### config.mk
export PLATFORM = sky130hd
export DESIGN_NAME = fifo_sync_ctrl
export DESIGN_NICKNAME = d
export VERILOG_FILES = /design/src/rtl/fifo_sync_ctrl.sv
export SDC_FILE = /design/constraint.sdc
export NUM_CORES = 1
export LEC_CHECK = 0
export ABC_CLOCK_PERIOD_IN_PS = 3000
export CAP_MARGIN = 20
export CORE_MARGIN = 2
export CORE_UTILIZATION = 42
export DETAILED_ROUTE_END_ITERATION = 16
export GPL_ROUTABILITY_DRIVEN = 0
export PLACE_DENSITY = 0.78
export SYNTH_ARGS = -nofsm -noshare
export SYNTH_HDL_FRONTEND = slang
export SYNTH_SLANG_ARGS = --single-unit
### constraint.sdc
create_clock -name clk -period 3 [get_ports clk]
set_clock_uncertainty 0.15 [all_clocks]
set_input_delay 0.9 -clock clk [delete_from_list [all_inputs] [get_ports clk]]
set_output_delay 0.9 -clock clk [all_outputs]
set_load 0.1 [all_outputs]
### src/rtl/fifo_sync_ctrl.sv
// Control path for a single-clock FIFO driving an external dual-port RAM.
// Supports non-power-of-2 depth, threshold flags and sticky overflow/underflow reporting.
module fifo_sync_ctrl #(
    parameter int unsigned MEMORY_DEPTH = 6,
    parameter int unsigned ADDRESS_SIZE = 3,
    parameter int unsigned AF_LEVEL     = 5,
    parameter int unsigned AE_LEVEL     = 1
) (
    input  logic                    clk,
    input  logic                    rst,
    input  logic                    w_en,
    input  logic                    r_en,
    input  logic                    clr_err,
    output logic [ADDRESS_SIZE-1:0] w_ptr,
    output logic [ADDRESS_SIZE-1:0] r_ptr,
    output logic                    cw_en,
    output logic                    cr_en,
    output logic [ADDRESS_SIZE:0]   count,
    output logic                    full,
    output logic                    empty,
    output logic                    almost_full,
    output logic                    almost_empty,
    output logic                    overflow,
    output logic                    underflow
);

    localparam logic [ADDRESS_SIZE-1:0] PTR_LAST = ADDRESS_SIZE'(MEMORY_DEPTH - 1);
    localparam logic [ADDRESS_SIZE-1:0] PTR_ONE  = ADDRESS_SIZE'(1);
    localparam logic [ADDRESS_SIZE:0]   CNT_FULL = (ADDRESS_SIZE + 1)'(MEMORY_DEPTH);
    localparam logic [ADDRESS_SIZE:0]   CNT_AF   = (ADDRESS_SIZE + 1)'(AF_LEVEL);
    localparam logic [ADDRESS_SIZE:0]   CNT_AE   = (ADDRESS_SIZE + 1)'(AE_LEVEL);
    localparam logic [ADDRESS_SIZE:0]   CNT_ONE  = (ADDRESS_SIZE + 1)'(1);

    logic [ADDRESS_SIZE-1:0] w_ptr_q, w_ptr_d;
    logic [ADDRESS_SIZE-1:0] r_ptr_q, r_ptr_d;
    logic [ADDRESS_SIZE:0]   count_q, count_d;
    logic                    overflow_q, overflow_d;
    logic                    underflow_q, underflow_d;

    // Flags decode the registered count only, so they never glitch between edges.
    assign full         = (count_q == CNT_FULL);
    assign empty        = (count_q == '0);
    assign almost_full  = (count_q >= CNT_AF);
    assign almost_empty = (count_q <= CNT_AE);

    assign cw_en = w_en & ~full;
    assign cr_en = r_en & ~empty;

    always_comb begin
        w_ptr_d     = w_ptr_q;
        r_ptr_d     = r_ptr_q;
        count_d     = count_q;
        overflow_d  = overflow_q;
        underflow_d = underflow_q;

        if (cw_en) begin
            w_ptr_d = (w_ptr_q == PTR_LAST) ? '0 : w_ptr_q + PTR_ONE;
        end
        if (cr_en) begin
            r_ptr_d = (r_ptr_q == PTR_LAST) ? '0 : r_ptr_q + PTR_ONE;
        end

        case ({cw_en, cr_en})
            2'b10:   count_d = count_q + CNT_ONE;
            2'b01:   count_d = count_q - CNT_ONE;
            default: count_d = count_q;
        endcase

        // Clear first so a simultaneous set takes priority.
        if (clr_err) begin
            overflow_d  = 1'b0;
            underflow_d = 1'b0;
        end
        if (w_en && full) begin
            overflow_d = 1'b1;
        end
        if (r_en && empty) begin
            underflow_d = 1'b1;
        end
    end

    always_ff @(posedge clk or posedge rst) begin
        if (rst) begin
            w_ptr_q     <= '0;
            r_ptr_q     <= '0;
            count_q     <= '0;
            overflow_q  <= 1'b0;
            underflow_q <= 1'b0;
        end else begin
            w_ptr_q     <= w_ptr_d;
            r_ptr_q     <= r_ptr_d;
            count_q     <= count_d;
            overflow_q  <= overflow_d;
            underflow_q <= underflow_d;
        end
    end

    assign w_ptr     = w_ptr_q;
    assign r_ptr     = r_ptr_q;
    assign count     = count_q;
    assign overflow  = overflow_q;
    assign underflow = underflow_q;

endmodule

# Word level (Yosys, flattened, before mapping)

Cells that the tools add are included.

Register bits after elaboration: 12
Input bits: 5
Output and inout port bits: 18
Logic and storage cells: 32

$add $sub $neg: 4
$lt $le $gt $ge: 2
Eq/ne operators: 5
Mux-type cells: 6
Bitwise operators: 4
Reduce and logical (&&, ||, !) cells: 6

Operators with widths:

| kind                | count |
|---|---|
| $pmux 4 s2          | 1 |
| $add 3x1->3 const B | 2 |
| $eq 3x3->1 const B  | 2 |
| $mux 3              | 2 |
| $reduce_bool 2->1   | 3 |
| $add 4x1->4 const B | 1 |
| $eq 4x3->1 const B  | 1 |
| $ge 4x3->1 const B  | 1 |
| $le 4x1->1 const B  | 1 |
| $logic_not 4->1     | 1 |
| $sub 4x1->4 const B | 1 |
| $mux 1              | 3 |
| $and 1x1->1         | 2 |
| $eq 2x1->1 const B  | 1 |
| $eq 2x2->1 const B  | 1 |
| $logic_and 1x1->1   | 2 |
| $not 1->1           | 2 |

# Longest topological paths before layout

Depth after elaboration: 5
Mapped depth: 8
Gate-level depth less buffers: 8

# Worst setup path after synthesis

No wires, ideal clock.

Path type: register to output
Start point: reg count_q[0], in the netlist count[0]
End point: out almost_empty
Data arrival time: 3.351 ns
Required time: 1.950 ns
Setup slack: -1.401 ns
Cell stages (with the launch flop): 4
Buffers on the path: 0
Path through: dfrtp_1 ha_1 nor2_1 nor3_1

Cells in the longest elaborated chain, start to end: 1

RTL lines:

| element                | line | RTL |
|---|---|---|
| from (decl)            | 36   | `logic [ADDRESS_SIZE:0] count_q, count_d;` |
| from (signal assigned) | 92   | `count_q <= count_d;` |
| $le 4x1->1             | 44   | `assign almost_empty = (count_q <= CNT_AE);` |
| to (decl)              | 22   | `output logic almost_empty,` |

Every way passes these cells.

# Final worst setup path

Start point: reg count_q[0], in the netlist count[0]
End point: out cr_en

Cells in the longest elaborated chain, start to end: 3

RTL lines:

| element         | line | RTL |
|---|---|---|
| $logic_not 4->1 | 42   | `assign empty = (count_q == '0);` |
| $not 1->1       | 47   | `assign cr_en = r_en & ~empty;` |
| $and 1x1->1     | 47   |  |
| to (decl)       | 17   | `output logic cr_en,` |

Every way passes these cells.

==> summary.md <==
| Metric | Value |
|---|---|
| Synthesized instance count | 57 |
| Count leader, synth | dfrtp_1 |
| Post-DRT Antenna Nets | 0 |
| PortBufs | 22 |
| Cell-by-cell trace of the critical path | inv_1 > ha_1 > or3b_4 > and2_4 > buf_12 |
| Ys async rst share | 1.00 |
| Setup TNS | 0 ps |
| Post-route minimum period | 2920 ps |
| Die width | between 40 and 50 um |
| Initial Utilization | 0.442 |
| DR vias/cell | 5.07 |
| Initial DRT Pass Iterations | 2 |
| First DRT Iteration DRCs | 4 |
| Synth Warn # | 0 |
| Flops & latches, synth | 12 |
| R2r endpoint | count[3] |
| Final worst path period share | 0.975 |
| Final hold violation count | 0 |
| Worst setup endpoint | cr_en |
| Crit path launch | count[0] |
| # IOs | 23 |
| RSZ-0062 raised after global routing | no |
| GRT Overall Usage | 0.162 |
| Initial antenna violation count | 0 |
| First-pass GRT wire length | 2240 um |
| Clk buf depth | 2 |
| Max FO, Critical Path | 7 |
| Post-synth EDFFs | 0 |
| DIE AREA | 1880 um^2 |
| Clock slew at reported path FFs | 70 ps |
| TritonCTS Buffers | 3 |
| Reg-to-Reg Start | count[0] |
| Crit. End Element | output pin |
| Vias in the first global route | around 500 |
| Slew at the pin with the worst max-slew slack | approximately 470 ps |
| Critical Path Source Type | flop |
| Post-synth top area share | 0.462 |
| Synth area leaders | dfrtp_1, ha_1, mux2_4, inv_1, xnor2_1 |
| Instance count on the critical path | 5 |
| CTS tree | built |
| Post-DP HPWL | 1010 um |
| Post-synthesis sequential area ratio | 0.462 |
| Clk_lat worst skew | 260 ps |
| Mapped Area | 651 um^2 |
| Critical path buffers and inverters | 2 |
| Detailed Route WL | 1290 um |
| Antenna Diode Count | 0 |
| Grt total ovfl | 0 |
| Slowest cell on the critical path | dfrtp_4 |
| Syn_area_per_cell | 11.4 um^2 |
| CP arrival | 1870 ps |
| Die Height | 43.4 um |
| Status | complete, no violations |
| Critical path type | flop to output pin |
| Worst min-delay path category | flop to flop |
| Std-Cell Rows | 14 |
| Area growth, synth to finish | 48.1% |
| Setup-failing EPs final | 0 |
| Drt wl/cell | 13.1 um |
| Fillcell total | 125 |
| DR DRC count | 0 |
| F_max | approximately 340 MHz |
| # nets final | 94 |
| Req. time, crit path | 1950 ps |
| CP top delay family | simple AND/OR/NAND/NOR gates |
| Postcts setup bufs | 0 |
| Area leader, netlist | dfrtp_1 |
| Pins over their slew limit | 0 |
| Total of max-cap violations | 0 |
| CP peak stage delay | 520 ps |
| Register-to-Register Setup Slack | 530 ps |
| Maximum number of pins on one net before global-route repair | 13 |
| R2R cell count | 8 |
| Post-synth top cells | dfrtp_1, inv_1, ha_1 |
| Core footprint | 1470 um^2 |
| Layout cells sized above 1 | 0.415 |
| CTS H-Tree Depth | 1 |
| Vias | 497 |
| Post-CTS Hold Fix Bufs | 0 |
| Clk sink count | 12 |
| Post-synth net total | 67 |
| Relative slew margins | 0.689 |
| Dominant synthesized flop cell | dfrtp_1 |
| Root buffer cell | clkbuf_4 |
| Yosys cell types | 24 |
| Post-CTS sizing | 0 |
[worst register-to-register path, delay by kind of cell, from the launching register on]
family          cells  cell delay, ps
simple gates        3             890
fa+ha+maj           2             480
flops               1             460
compound gates      1             190
xor+xnor            1             150
buf+inv             1              80
[state kept, by name (all words and copies together), names as in the netlist]
register,cells
count,4
r_ptr,3
w_ptr,3
overflow,1
underflow,1
[stage by stage]
step	hold slack [ps]	utilization	setup WS, ps	cell area (um^2)	instances
floorplan	608	-	6.56	671	57
global placement	329	0.639	137	941	95
detailed placement	330	0.639	126	941	95
CTS	345	0.655	78.3	963	98
global route	375	0.655	25.1	963	98
finish	338	0.655	75.9	963	98
[cells by family after synthesis]
| logic type | synth area share |
|---|---|
| simple gates | 0.169 |
| fa+ha+maj | 0.0962 |
| mux | 0.0962 |
| xor+xnor | 0.0808 |
| flops | 0.462 |
| buf+inv | 0.0404 |
| compound gates | 0.0558 |
[cell usage in the layout (no fill, tap or decap), types with 2 or more instances in the layout]
| cell | Yosys | layout |
|---|---|---|
| buf_4 | 0 | 12 |
| inv_1 | 7 | 7 |
| dfrtp_1 | 12 | 8 |
| dfrtp_2 | 0 | 3 |
| mux2_2 | 2 | 2 |
| clkbuf_4 | 0 | 3 |
| nor2b_1 | 2 | 2 |
| nor2_1 | 4 | 4 |
| clkdlybuf4s50_1 | 0 | 4 |
| mux2_4 | 2 | 2 |
| ha_1 | 5 | 5 |
| nand2_1 | 2 | 2 |
| a22o_1 | 2 | 2 |
| buf_12 | 0 | 6 |
| xnor2_1 | 3 | 3 |
| xor2_1 | 3 | 3 |
[worst min-delay path by stage]
stage / endpoint / startpoint / slack [ps] / depth (start not counted)
final: w_ptr[0] / w_ptr[0] / 340 / 1
after global routing: w_ptr[0] / w_ptr[0] / 370 / 1
after CTS: w_ptr[0] / w_ptr[0] / 340 / 1
after detailed placement: w_ptr[0] / w_ptr[0] / 330 / 1
after global placement: w_ptr[0] / w_ptr[0] / 330 / 1
after floorplan: overflow / rst / 610 / 1
[layer usage]
metal  GRT usage  share of wire  vias to the layer above
met1       0.189           0.41                      241
met5           0              0                        -
met2       0.266           0.51                       16
li1            -              -                      240
met4      0.0727              0                        0
met3      0.0583          0.078                        0
[layout make-up]
class,instances,area (um^2),share of cell area
Sequential cell,12,308,0.319
Clock buffer,3,22.5,0.0234
Multi-Input combinational cell,38,337,0.349
Inverter,7,26.3,0.0273
Timing Repair Buffer,22,250,0.260
Tap cell,16,20.0,0.0208
Power is not shown: default switching activity piles up to over one toggle a cycle in this logic, so the estimate is an artifact.
==> RTL change (config.mk and constraints unchanged) <==
Reset style: synchronous (`rst`), changed in one clocked block.
--- a/src/rtl/fifo_sync_ctrl.sv
+++ b/src/rtl/fifo_sync_ctrl.sv
@@ -81,3 +81,3 @@
 
-    always_ff @(posedge clk or posedge rst) begin
+    always_ff @(posedge clk) begin
         if (rst) begin
Behaviour: differs if rst is asserted again (counterexample within 4 cycles, from zero or initial values and one cycle with rst high); with rst held inactive, the same outputs for 10 cycles.
==> RTL change against the original RTL <==
- design area up 3.1%
- via count up 22%
- synthesized area is 0.96% lower
- count of clock-buffer cells in the layout rose by 1
- hold slack improved by 19 ps
- wire length is 9.7% higher
- non-clock buffer count up 3
- setup slack improved by 36 ps
- sequential cell count stayed put
- die area is 0.87% lower
- critical endpoint is now cw_en
Power is left out: the tool's default activity adds up to more than one toggle a clock period on the data nets, which glitch-free logic cannot reach.
==> RTL change: results <==
[status]
status = finished, final reports clean

[global_route]
met1_usage = 0.2202
grt_pass1_vias = 561
use_met3 = 0.03830
grt_max_degree = 14
antenna_found_initial = 0
grt_usage = 0.1790
grt_pass1_wl_um = 2442
grtUsageMet2 = 0.2836

[sta]
worst_slack_ps = 111.9

[route]
drt_iter0_drc = 1
wl_met3_um = 88
met2_length_um = 635
first_pass_iters = 3
via_per_inst = 5.224
wl_per_cell_um = 12.16
num_vias = 606
topRoutingLayerUsed = met4
wl_met1_um = 649

[cells_and_area]
fillers = 121
clockBufferCount = 4
drive_above_1_share = 0.3700
nonClkBufAreaFrac = 0.2494
inverters = 5
seq_area_frac = 0.2544
multi_input_area_share = 0.4118
multi_input_cells = 54
clk_share = 0.03652

[hold_path]
worstHoldPathCells = 2
hold_end = w_ptr[2]
holdCritStartpoint = w_ptr[2]

[setup_path]
cp-startpoint = w_en
rr_startpoint = count[0]
reg2reg_slack_ps = 460
worstPathMaxFanout = 2
slowest_stage = clkdlybuf4s50_1
cpLargestDelayFamily = buffers and inverters
worst_path_largest_cell_delay_ps = 430
r2r-end = count[3]

[placed_design]
detailedPlace.worstSlack_ps = 21.14
place_inst = 112
portBuffers = 22
place_hpwl_um = 1105

[cts]
worst_skew_pair.late_latency_ps = 270
cts.reportedPaths.clkPinSlew_ps = 80
cts_setup_buffers = 0

[yosys]
async_flop_share = 0
yosysSeqAreaShare = 0.3728
netlist_top_cells_count = dfxtp_1 (12), a21oi_1 (10), nor2_1 (7), o21ai_0 (7)
ys.flop_type = dfxtp_1
synthTopCellsByArea = dfxtp_1 (37%), ha_1 (9.7%), a21oi_1 (7.8%), o21ai_0 (5.4%), or4b_1 (4.7%)
synth_nets = 84
synth.avg_cell_area_um2 = 8.708
[RTL change: cell count changes after synthesis, moves of 3 or more]
cell,before,now
dfrtp_1,12,0
dfxtp_1,0,12
a21oi_1,1,10
o21ai_0,1,7
nor2_1,4,7
or3_1,0,3
xnor2_1,3,0
[RTL change: kinds of logic after synthesis]
logic type | count (synthesis) | share of synthesized area
and+or+nand+nor | 26 | 0.2544
AOI/OAI and AO/OA | 19 | 0.1553
DFF | 12 | 0.3728
buffers and inverters | 8 | 0.06018
adders and majority gates | 5 | 0.09709
xor gates and xnor gates | 2 | 0.02719
muxes | 2 | 0.03301
[RTL change: stage by stage]
| stage | util | hold WS, ps | area [µm²] |
|---|---|---|---|
| finish | 0.6752 | 356.8 | 993.5 |
| global route | 0.6752 | 393.9 | 993.5 |
| CTS | 0.6752 | 355.9 | 993.5 |
| detailed placement | 0.6505 | 343.0 | 957.2 |
| global placement | 0.6505 | 330.8 | 957.2 |
| floorplan | - | 499.8 | 709.4 |
